<file path="config.mk">
export PLATFORM = sky130hd
export DESIGN_NAME = pg_serial_resolve
export DESIGN_NICKNAME = d
export VERILOG_FILES = /design/src/rtl/pg_serial_resolve.sv
export SDC_FILE = /design/constraint.sdc
export NUM_CORES = 1
export LEC_CHECK = 0
export CAP_MARGIN = 25
export CORE_MARGIN = 2
export CORE_UTILIZATION = 29
export CTS_BUF_LIST = sky130_fd_sc_hd__clkbuf_8 sky130_fd_sc_hd__clkbuf_16
export DETAILED_ROUTE_END_ITERATION = 7
export GPL_TIMING_DRIVEN = 0
export PLACE_DENSITY_LB_ADDON = 0.1
export SLEW_MARGIN = 40
export SYNTH_ARGS = -nofsm -noshare
export SYNTH_HDL_FRONTEND = slang
export SYNTH_SLANG_ARGS = --single-unit
</file>
<file path="constraint.sdc">
create_clock -name clk -period 1.3 [get_ports clk]
set_clock_uncertainty 0.15 [all_clocks]
set_input_delay 0.325 -clock clk [delete_from_list [all_inputs] [get_ports clk]]
set_output_delay 0.325 -clock clk [all_outputs]
set_load 0.02 [all_outputs]
</file>
<file path="src/rtl/pg_serial_resolve.sv">
`default_nettype none
// ============================================================================
// Module      : pg_serial_resolve
// Description : Bit-serial resolver that turns LSB-first (gen, prop) beats
//               into sum bits, carry-out and group generate/propagate flags.
// Revision    : 1.0 - initial release
// ============================================================================
module pg_serial_resolve #(
    parameter int WIDTH = 8
) (
    input  logic             clk,
    input  logic             rst_n,
    input  logic             start,
    input  logic             c_in,
    input  logic             in_valid,
    input  logic             in_gen,
    input  logic             in_prop,
    output logic             in_ready,
    output logic             out_valid,
    input  logic             out_ready,
    output logic [WIDTH-1:0] sum,
    output logic             c_out,
    output logic             grp_gen,
    output logic             grp_prop,
    output logic             pg_err
);

    localparam int c_idx_w = (WIDTH > 1) ? $clog2(WIDTH) : 1;
    localparam logic [c_idx_w-1:0] c_last_idx = c_idx_w'(WIDTH - 1);

    typedef enum logic [1:0] {
        S_IDLE    = 2'd0,
        S_COLLECT = 2'd1,
        S_DONE    = 2'd2
    } state_t;

    state_t               r_state;
    state_t               w_next;
    logic                 w_accept;
    logic                 w_last;
    logic                 w_carry_nxt;
    logic [c_idx_w-1:0]   r_idx;
    logic                 r_carry;
    logic [WIDTH-1:0]     r_sum;
    logic                 r_c_out;
    logic                 r_grp_gen;
    logic                 r_grp_prop;
    logic                 r_pg_err;

    assign w_last      = (r_idx == c_last_idx);
    assign w_carry_nxt = in_gen | (in_prop & r_carry);

    always_ff @(posedge clk) begin
        if (!rst_n) begin
            r_state <= S_IDLE;
        end else begin
            r_state <= w_next;
        end
    end

    // Handshake outputs are forced low while rst_n is asserted.
    always_comb begin
        w_next    = r_state;
        w_accept  = 1'b0;
        in_ready  = 1'b0;
        out_valid = 1'b0;
        case (r_state)
            S_IDLE: begin
                if (start) begin
                    w_next = S_COLLECT;
                end
            end
            S_COLLECT: begin
                in_ready = rst_n;
                w_accept = in_valid;
                if (in_valid && w_last) begin
                    w_next = S_DONE;
                end
            end
            S_DONE: begin
                out_valid = rst_n;
                if (out_ready) begin
                    w_next = S_IDLE;
                end
            end
            default: w_next = S_IDLE;
        endcase
    end

    always_ff @(posedge clk) begin
        if (!rst_n) begin
            r_idx      <= '0;
            r_carry    <= 1'b0;
            r_sum      <= '0;
            r_c_out    <= 1'b0;
            r_grp_gen  <= 1'b0;
            r_grp_prop <= 1'b1;
            r_pg_err   <= 1'b0;
        end else if (r_state == S_IDLE) begin
            if (start) begin
                r_idx      <= '0;
                r_carry    <= c_in;
                r_sum      <= '0;
                r_grp_gen  <= 1'b0;
                r_grp_prop <= 1'b1;
                r_pg_err   <= 1'b0;
            end
        end else if (w_accept) begin
            r_sum[r_idx] <= in_prop ^ r_carry;
            r_carry      <= w_carry_nxt;
            r_grp_gen    <= in_gen | (in_prop & r_grp_gen);
            r_grp_prop   <= r_grp_prop & in_prop;
            r_pg_err     <= r_pg_err | (in_gen & in_prop);
            // Index parks on the last position rather than wrapping.
            if (w_last) begin
                r_c_out <= w_carry_nxt;
            end else begin
                r_idx <= r_idx + 1'b1;
            end
        end
    end

    assign sum      = r_sum;
    assign c_out    = r_c_out;
    assign grp_gen  = r_grp_gen;
    assign grp_prop = r_grp_prop;
    assign pg_err   = r_pg_err;

endmodule
`default_nettype wire

</file>
# After elaboration in Yosys (flattened, before gate mapping)
# Index checks and enable logic that the tools add are counted.
# totals
reg_bits	18
input_bits	8
elab_cells	63
out_inout_bits	14
# op_classes
bitwise	9
n_mux	28
magnitude_cmp	2
reduce_logical	8
n_eq_ne	7
addsub	1
# op_table
cell	n
$mux 8	3
$mux 1	15
$mux 3	4
$reduce_and 3->1	3
$bwmux 8	1
$mux 2	3
$ne 2x2->1 const B	3
$pmux 2 s3	1
$and 1x1->1	4
$lt 3x4->1 const B	1
$add 3x1->3 const B	1
$demux 1 s3	1
$eq 3x3->1 const B	1
$ge 3x1->1 const B	1
$or 1x1->1	3
$eq 2x1->1 const B	1
$eq 2x2->1 const B	1
$logic_and 1x1->1	2
$logic_not 2->1	1
$ne 2x1->1 const B	1
$reduce_and 2->1	1
$reduce_bool 2->1	1
$not 1->1	1
$xor 1x1->1	1

# Logic depth before layout (Yosys ltp)
# Gate-level depths: netlist of run 1.
# depth
depth_word	7
depth_mapped	5
mapped_depth_nobuf	5

# Least setup slack after synthesis of run 1
# OpenSTA, ideal clock, no wires.
# synth_timing
path_type	flip-flop to output port
from	register r_state[1]
to	output out_valid
required_ps	825
setup_slack_ps	-407
arrival_time_ps	1232
path_stages_with_launch	4
n_path_buf	2
cell_sequence	dfxtp_1 > buf_6 > clkbuf_1 > nor3b_1
# synth_between
elab_chain_cells	2
# synth_rtl
item	line_no	source
from (decl)	37	state_t r_state;
from (signal assigned)	57	r_state <= w_next;
$eq 2x2->1	67	case (r_state)
$mux 1	67	
to (decl)	19	output logic out_valid,
# Every way passes these cells.

# Worst setup path in the final report of run 1
# Ends and elaborated chain as after synthesis.

==> flow_metrics.env, run 1 <==
export IMPL_clkSinkCount=18
export IMPL_arrival_ps=1050
export IMPL_drive_gt1_share_pct=48.5
export IMPL_max_cap_violations=0
export IMPL_fmaxAchievable_mhz=656
export IMPL_swShare_pct=25.7
export IMPL_setup_tns_ps=-2340
export IMPL_final_nets=148
export IMPL_peakVddDrop_mv=0.545
export IMPL_port_buffers=21
export IMPL_crit_chain="clkbuf_16, nor3b_4, buf_6"
export IMPL_p_comb_share_pct=19.2
export IMPL_p_per_area_mw_per_mm2=857
export IMPL_antenna_left=0
export IMPL_synth_seq_area_share_pct=39.0
export IMPL_crit_start="r_state[1]"
export IMPL_pwr_share_clk_pct=35.9
export IMPL_clk_pin_slew_ps=70
export IMPL_hpwl_mm=1.74
export IMPL_r2r_end="sum[6]"
export IMPL_final_setup_viol_count=16
export IMPL_drt_iter0_drc=24
export IMPL_wl_per_cell_um=13.9
export IMPL_status="finished with violations"
export IMPL_critPathCapture="out_valid"
export IMPL_cts_buffers_inserted=3
export IMPL_htreeDepth=1
export IMPL_final_hold_viol_count=0
export IMPL_vias_per_cell=5.13
export IMPL_drt_first_pass_iters=4
export IMPL_ios=22
export IMPL_stdcell_area_mm2=0.00149
export IMPL_vias=923
export IMPL_placed_area_mm2=0.00123
export IMPL_seqPwrFrac_pct=44.9
export IMPL_dp_cells=164
export IMPL_crit_buf_inv=2
export IMPL_mostFrequentLayoutCell="dfxtp_1"
export IMPL_first_global_vias=822
export IMPL_antenna_found_initial=0
export IMPL_cts_root_buf="clkbuf_8"
export IMPL_start_util_pct=30.3
export IMPL_antennaDiodeCount=0
export IMPL_leakage_nw=0.557
export IMPL_internal_power_w=0.000947
export IMPL_grt_util_all_layers_pct=14.6
export IMPL_layout_common_cells="15 x dfxtp_1, 12 x buf_2, 12 x buf_4, 7 x buf_6, 6 x a311oi_1"
export IMPL_cts_buffer_depth=2
export IMPL_async_reset_ff_share_pct=0
export IMPL_syn_area_um2=925
export IMPL_synth_avg_cell_area_um2=9.34
export IMPL_multiInputGateArea_um2=657
export IMPL_gp_congestion=0.774
export IMPL_synth_edf_count=0
export IMPL_clkLatencyLatePin_ps=250
export IMPL_path_max_fanout=4
export IMPL_ctsHoldBuffers=0
export IMPL_syn2layout_area_growth_pct=60.9
export IMPL_grt_pass1_wl_mm=4.01
export IMPL_cpPeakStageDelay_ps=360
export IMPL_grt_overflow=0
export IMPL_setup_slack_ps=-224
export IMPL_die_y_um=60.5
export IMPL_required_ps=820
export IMPL_worstSetupPathType="flip-flop to primary output"
export IMPL_r2r_start="r_state[1]"
export IMPL_worstSetupEndpointType="primary output"
export IMPL_synth_nets=110
export IMPL_cts_tree="yes"
export IMPL_layoutNonFillerInstCount=180
export IMPL_coreArea_mm2=0.00305
export IMPL_relSlewSlack_pct=78.0
export IMPL_rows=20
export IMPL_post_route_drc_count=0
export IMPL_rsz0062_at_grt="true"
export IMPL_violations="negative setup slack"
export IMPL_hp_class="primary input to flip-flop"
export IMPL_worst_pin_slew_ps=328
export IMPL_die_area_mm2=0.00366
export IMPL_reg2regPathDepth=4
export IMPL_synth_distinct_cells=35
export IMPL_synth_cells=99
export IMPL_drv_slew=0
export IMPL_ff2ff_setup_slack_ps=-190
export IMPL_fill_cells=304
export IMPL_ys_warn_count=0
export IMPL_timing_final_crit_share_pct=117
export IMPL_cp_top_family="flip-flops"
export IMPL_cp_start_kind="flip-flop"
export IMPL_critical_path_depth=3
export IMPL_seqCellArea_um2=372
export IMPL_grt_max_degree=11
export IMPL_p_switching_w=0.000328
export IMPL_wl_mm=2.50
export IMPL_crit_slowest_cell="dfxtp_4"
export IMPL_dieWidth_um=60.5
export IMPL_period_minus_slack_ps=1520
export IMPL_synthFlopType="dfxtp_1"
export IMPL_yosys_register_bits=18
==> worst register-to-register path, stage by stage, from the launching register on <==
cell	delay, ps
dfxtp_4	360
buf_6	130
or3b_4	460
o31ai_4	120
a311oi_2	150
==> cells by family after synthesis <==
logic type                 Yosys count  synth area share [%]
AOI/OAI and AO/OA                   35                  29.5
adders and majority gates            3                  4.06
buffers and inverters                9                  5.82
DFF                                 18                  39.0
muxes                                2                  2.30
and+or+nand+nor                     32                  19.4
==> how the worst min path moves through the flow <==
| stage | startpoint | end | slack, ps | cells past startpoint |
|---|---|---|---|---|
| floorplan | rst_n | grp_prop | 250 | 1 |
| global placement | pg_err | pg_err | 310 | 2 |
| detailed placement | pg_err | pg_err | 310 | 2 |
| CTS | rst_n | grp_prop | 170 | 2 |
| global route | rst_n | grp_prop | 150 | 2 |
| finish | rst_n | grp_prop | 150 | 2 |
==> sequential cells by signal, summed over array words and instances, names as in the netlist <==
register and count:
c_out 1, grp_gen 1, r_carry 1, pg_err 1
grp_prop 1, sum 8, r_state 2, r_idx 3
==> power groups by stage <==
| stage | Sequential (W) | Clock (W) | Combinational, W |
|---|---|---|---|
| global route | 0.000575 | 0.000497 | 0.000263 |
| finish | 0.000573 | 0.000458 | 0.000244 |
| global placement | 0.000589 | 0 | 0.000192 |
| floorplan | 0.000596 | 0 | 0.000109 |
| detailed placement | 0.000589 | 0 | 0.000191 |
| CTS | 0.000576 | 0.000465 | 0.000211 |
==> cells in the mapped netlist, types with 2 or more instances <==
cell / n / area [um2]
a21oi_1: 3 / 15.0
a311oi_1: 7 / 61.3
a31oi_1: 4 / 25.0
a32oi_1: 6 / 52.6
buf_6: 2 / 22.5
clkbuf_1: 3 / 11.3
dfxtp_1: 18 / 360
ha_1: 3 / 37.5
inv_1: 2 / 7.51
nand2_1: 6 / 22.5
nand2b_1: 2 / 12.5
nand3_1: 3 / 15.0
nand4_1: 2 / 12.5
nor2_1: 6 / 22.5
nor2b_1: 3 / 18.8
nor3_1: 2 / 10.0
nor3b_1: 2 / 15.0
o21ai_0: 6 / 30.0
o2bb2ai_1: 3 / 26.3
==> metrics by stage <==
stage | hold WS (ps) | worst slack [ps] | util [%] | power, W
floorplan | 247 | -89.7 | - | 0.000706
global placement | 305 | -1290 | 40.2 | 0.000781
detailed placement | 314 | -1310 | 40.2 | 0.000780
CTS | 170 | -295 | 46.0 | 0.00125
global route | 154 | -283 | 48.7 | 0.00133
finish | 151 | -224 | 48.7 | 0.00127
==> metal layers <==
metal | share of wire, % | vias to the layer above | global-route usage [%]
li1 | - | 462 | -
met1 | 49 | 442 | 21.5
met2 | 47 | 15 | 21.9
met3 | 2.8 | 4 | 2.77
met4 | 0.80 | 0 | 3.73
met5 | 0 | - | 0
==> area by class of cell <==
type	count	area share (%)
inverters	2	0.673
repair buffers	35	18.1
clock buffers	4	3.70
flip-flops and latches	18	25.0
well taps	44	3.70
plain buffers	5	4.71
multi-input cells	72	44.2
==> timing repair <==
action / CTS / global route
pin swaps: 9 / 11
resized for setup: 96 / 20
buffers inserted: 8 / 6
setup endpoints to repair: 32 / 20
Power figures use the tool's default switching activity.
==> run 2: changes to the inputs <==
- clock period: 1.3 -> 1.8 ns (I/O delays scaled with it)
==> flow_metrics.env, run 2 (synthesis results as in run 1) <==
export IMPL_cts_tree="yes"
export IMPL_grt_pass1_wl_mm=4.02
export IMPL_die_area_mm2=0.00366
export IMPL_worst_pin_slew_ps=476
export IMPL_p_comb_share_pct=16.8
export IMPL_hold_depth=2
export IMPL_die_y_um=60.5
export IMPL_setup_slack_ps=57.6
export IMPL_post_route_drc_count=0
export IMPL_drt_first_pass_iters=4
export IMPL_syn2layout_area_growth_pct=45.3
export IMPL_wl_per_cell_um=14.4
export IMPL_grt_util_all_layers_pct=14.8
export IMPL_cts_root_buf="clkbuf_8"
export IMPL_coreArea_mm2=0.00305
export IMPL_cts_buffers_inserted=3
export IMPL_path_max_fanout=10
export IMPL_peakVddDrop_mv=0.403
export IMPL_setup_tns_ps=0
export IMPL_layout_common_cells="16 x dfxtp_1, 8 x dlygate4sd2_1, 7 x a311oi_1, 7 x dlymetal6s2s_1"
export IMPL_ff2ff_setup_slack_ps=130
export IMPL_p_per_area_mw_per_mm2=627
export IMPL_r2r_start="r_idx[1]"
export IMPL_mostFrequentLayoutCell="dfxtp_1"
export IMPL_hpwl_mm=1.72
export IMPL_clk_pin_slew_ps=60
export IMPL_seqPwrFrac_pct=49.6
export IMPL_reg2regPathDepth=5
export IMPL_worstSetupEndpointType="primary output"
export IMPL_swShare_pct=26.3
export IMPL_start_util_pct=30.3
export IMPL_min_delay_start="rst_n"
export IMPL_antennaDiodeCount=0
export IMPL_ctsHoldBuffers=0
export IMPL_min_to="grp_prop"
export IMPL_final_hold_viol_count=0
export IMPL_hp_class="primary input to flip-flop"
export IMPL_required_ps=1200
export IMPL_antenna_found_initial=0
export IMPL_fmaxAchievable_mhz=574
export IMPL_first_global_vias=804
export IMPL_clkLatencyLatePin_ps=260
export IMPL_arrival_ps=1140
export IMPL_final_nets=140
export IMPL_drive_gt1_share_pct=20.5
export IMPL_timing_final_crit_share_pct=96.8
export IMPL_rsz0062_at_grt="false"
export IMPL_drt_iter0_drc=30
export IMPL_antenna_left=0
export IMPL_htreeDepth=1
export IMPL_rows=20
export IMPL_pwr_share_clk_pct=33.5
export IMPL_cp_start_kind="primary input"
export IMPL_cts_buffer_depth=2
export IMPL_worstSetupPathType="primary input to primary output"
export IMPL_ios=22
export IMPL_drv_slew=0
export IMPL_grt_max_degree=11
export IMPL_r2r_end="r_idx[2]"
export IMPL_multiInputGateArea_um2=549
export IMPL_gp_congestion=0.787
export IMPL_vias=884
export IMPL_leakage_nw=0.589
export IMPL_max_cap_violations=0
export IMPL_relSlewSlack_pct=67.4
export IMPL_period_minus_slack_ps=1740
export IMPL_status="finished, final reports clean"
export IMPL_dieWidth_um=60.5
export IMPL_port_buffers=21
export IMPL_fill_cells=315
export IMPL_internal_power_w=0.000620
export IMPL_largest_reg_flops=8
export IMPL_clkSinkCount=18
export IMPL_vias_per_cell=5.17
export IMPL_wl_mm=2.46
export IMPL_post_place_ws_ps=-1160
export IMPL_seqCellArea_um2=363
export IMPL_final_setup_viol_count=0
export IMPL_p_switching_w=0.000222
export IMPL_grt_overflow=0
[run 2: cell types whose count changed in the layout (fill, tap and decap cells not counted), sizes merged]
cell,change
buf,-21
dlymetal6s2s,+7
dlygate4sd2,+5
[run 2: cell type report]
cell class | instances | area share [%]
inverters | 2 | 0.745
well taps | 44 | 4.10
multi-input cells | 72 | 40.9
repair buffers | 25 | 18.2
plain buffers | 7 | 6.05
flip-flops and latches | 18 | 27.0
clock buffers | 3 | 3.07
[run 2: worst max-delay path, stage by stage]
cell and delay, ps:
buf_4 130, inv_4 60, clkbuf_8 170, nor3b_2 170, buf_4 160
[run 2: worst max path at each step]
stage	end	start	slack [ps]	cells after the start
floorplan	in_ready	rst_n	90	3
finish	in_ready	rst_n	60	5
detailed placement	in_ready	rst_n	-1160	5
global route	out_valid	r_state[1]	2	4
global placement	in_ready	rst_n	-1150	5
CTS	out_valid	r_state[1]	1	4
[run 2: per-layer routing]
| layer | wire length, um | part of all wire [%] | up-vias | GRT usage [%] |
|---|---|---|---|---|
| li1 | - | - | 441 | - |
| met1 | 1180 | 48 | 413 | 21.6 |
| met2 | 1100 | 45 | 28 | 20.8 |
| met3 | 164 | 6.7 | 2 | 4.90 |
| met4 | 15 | 0.61 | 0 | 3.73 |
| met5 | 0 | 0 | - | 0 |
[run 2: stage by stage]
step,utilization (%),area [um2],hold slack [ps],cells,total power [W]
floorplan,-,935,303,99,0.000505
global placement,39.3,1200,311,164,0.000560
detailed placement,39.3,1200,320,164,0.000560
CTS,41.6,1270,297,167,0.000845
global route,44.0,1340,289,171,0.000888
finish,44.0,1340,285,171,0.000842
[run 2: repair_timing]
| action | in CTS | in global routing |
|---|---|---|
| setup endpoints to repair | 15 | 16 |
| pin swaps | 1 | 1 |
| buffers inserted | 0 | 4 |
| resized for setup | 33 | 15 |
[run 2: power by group through the flow]
stage	clock network, W	registers [W]	logic [W]
3_5_place_dp	0	0.000425	0.000134
5_1_grt	0.000316	0.000419	0.000154
3_3_place_gp	0	0.000425	0.000135
2_1_floorplan	0	0.000431	0.0000745
4_1_cts	0.000290	0.000417	0.000138
6_report	0.000282	0.000418	0.000142
==> run 3: changes to the inputs <==
- CORE_MARGIN: 2 -> not set
- CORE_UTILIZATION: 29 -> 25
==> flow_metrics.env, run 3 (synthesis results as in run 1) <==
export IMPL_dieWidth_um=62.8
export IMPL_p_per_area_mw_per_mm2=680
export IMPL_clkLatencyLatePin_ps=260
export IMPL_worst_pin_slew_ps=522
export IMPL_final_nets=136
export IMPL_rows=21
export IMPL_required_ps=1200
export IMPL_cts_buffer_depth=2
export IMPL_status="finished, final reports clean"
export IMPL_holdWs_ps=266
export IMPL_drt_first_pass_iters=4
export IMPL_htreeDepth=1
export IMPL_vias=877
export IMPL_leakage_nw=0.559
export IMPL_cts_buffers_inserted=3
export IMPL_relSlewSlack_pct=64.2
export IMPL_mostFrequentLayoutCell="dfxtp_1"
export IMPL_antenna_left=0
export IMPL_vias_per_cell=5.16
export IMPL_grt_overflow=0
export IMPL_grt_pass1_wl_mm=4.37
export IMPL_wl_mm=2.52
export IMPL_rsz0062_at_grt="false"
export IMPL_wl_per_cell_um=14.8
export IMPL_peakVddDrop_mv=0.207
export IMPL_coreArea_mm2=0.00344
export IMPL_arrival_ps=1130
export IMPL_worstSetupEndpointType="primary output"
export IMPL_post_route_drc_count=0
export IMPL_grt_util_all_layers_pct=14.2
export IMPL_drive_gt1_share_pct=20.2
export IMPL_clkSinkCount=18
export IMPL_worstSetupPathType="primary input to primary output"
export IMPL_post_place_ws_ps=-1180
export IMPL_max_cap_violations=0
export IMPL_timing_final_crit_share_pct=96.3
export IMPL_die_area_mm2=0.00395
export IMPL_final_setup_viol_count=0
export IMPL_antennaDiodeCount=0
export IMPL_drv_slew=0
export IMPL_antenna_found_initial=0
export IMPL_cts_root_buf="clkbuf_8"
export IMPL_hp_class="primary input to flip-flop"
export IMPL_gp_congestion=0.802
export IMPL_clk_pin_slew_ps=70
export IMPL_ios=22
export IMPL_setup_slack_ps=67.3
export IMPL_final_hold_viol_count=0
export IMPL_drt_iter0_drc=45
export IMPL_fmaxAchievable_mhz=577
export IMPL_largest_reg_flops=8
export IMPL_first_global_vias=906
export IMPL_port_buffers=21
export IMPL_syn2layout_area_growth_pct=43.0
export IMPL_grt_max_degree=11
export IMPL_hpwl_mm=1.78
export IMPL_path_max_fanout=10
export IMPL_layout_common_cells="16 x dfxtp_1, 9 x dlygate4sd2_1"
export IMPL_start_util_pct=26.9
export IMPL_cts_tree="yes"
export IMPL_die_y_um=62.8
export IMPL_setup_tns_ps=0
export IMPL_cp_start_kind="primary input"
export IMPL_period_minus_slack_ps=1730
export IMPL_ctsHoldBuffers=0
run 3: layout make-up:
cell class | instances | area (um2)
multi-input cells | 72 | 562
plain buffers | 6 | 55.1
clock buffers | 4 | 55.1
inverters | 2 | 10.0
well taps | 46 | 57.6
flip-flops and latches | 18 | 365
fillers | 359 | 2120
repair buffers | 22 | 218
run 3: repair_timing:
| action | 4_1_cts | 5_1_grt |
|---|---|---|
| gates cloned | 0 | 0 |
| buffers inserted | 1 | 0 |
| pin swaps | 1 | 2 |
| endpoints found under the setup margin | 19 | 16 |
| gates resized for setup | 35 | 15 |
run 3: critical path: stages:
cell and delay [ps]:
buf_4 120, inv_4 70, clkbuf_8 170, nor3b_4 180
buf_6 140
run 3: metal layers:
| metal | vias up | wire length [um] | track usage (%) |
|---|---|---|---|
| met5 | - | 0 | 0 |
| met1 | 425 | 1230 | 18.9 |
| li1 | 435 | - | - |
| met4 | 0 | 54 | 6.69 |
| met2 | 12 | 1170 | 21.5 |
| met3 | 5 | 74 | 3.10 |
run 3: final timing paths:
path,slack [ps],cells after the start,end,start
max,70,5,in_ready,rst_n
min,270,2,grp_prop,rst_n
max reg2reg,80,6,sum[7],r_state[1]
min reg2reg,320,2,pg_err,pg_err
run 3: stage by stage:
stage | instances | area, um2 | util [%] | total power [W]
floorplan | 99 | 935 | - | 0.000505
global route | 170 | 1320 | 38.4 | 0.000940
CTS | 171 | 1290 | 37.6 | 0.000908
finish | 170 | 1320 | 38.4 | 0.000900
global placement | 166 | 1200 | 34.9 | 0.000560
detailed placement | 166 | 1200 | 34.9 | 0.000561
run 3: power by group:
group	switching, W	total [W]	internal (W)
Sequential	0.00000787	0.000416	0.000408
Clock	0.000144	0.000339	0.000195
Combinational	0.0000814	0.000145	0.0000637
Total	0.000233	0.000900	0.000667
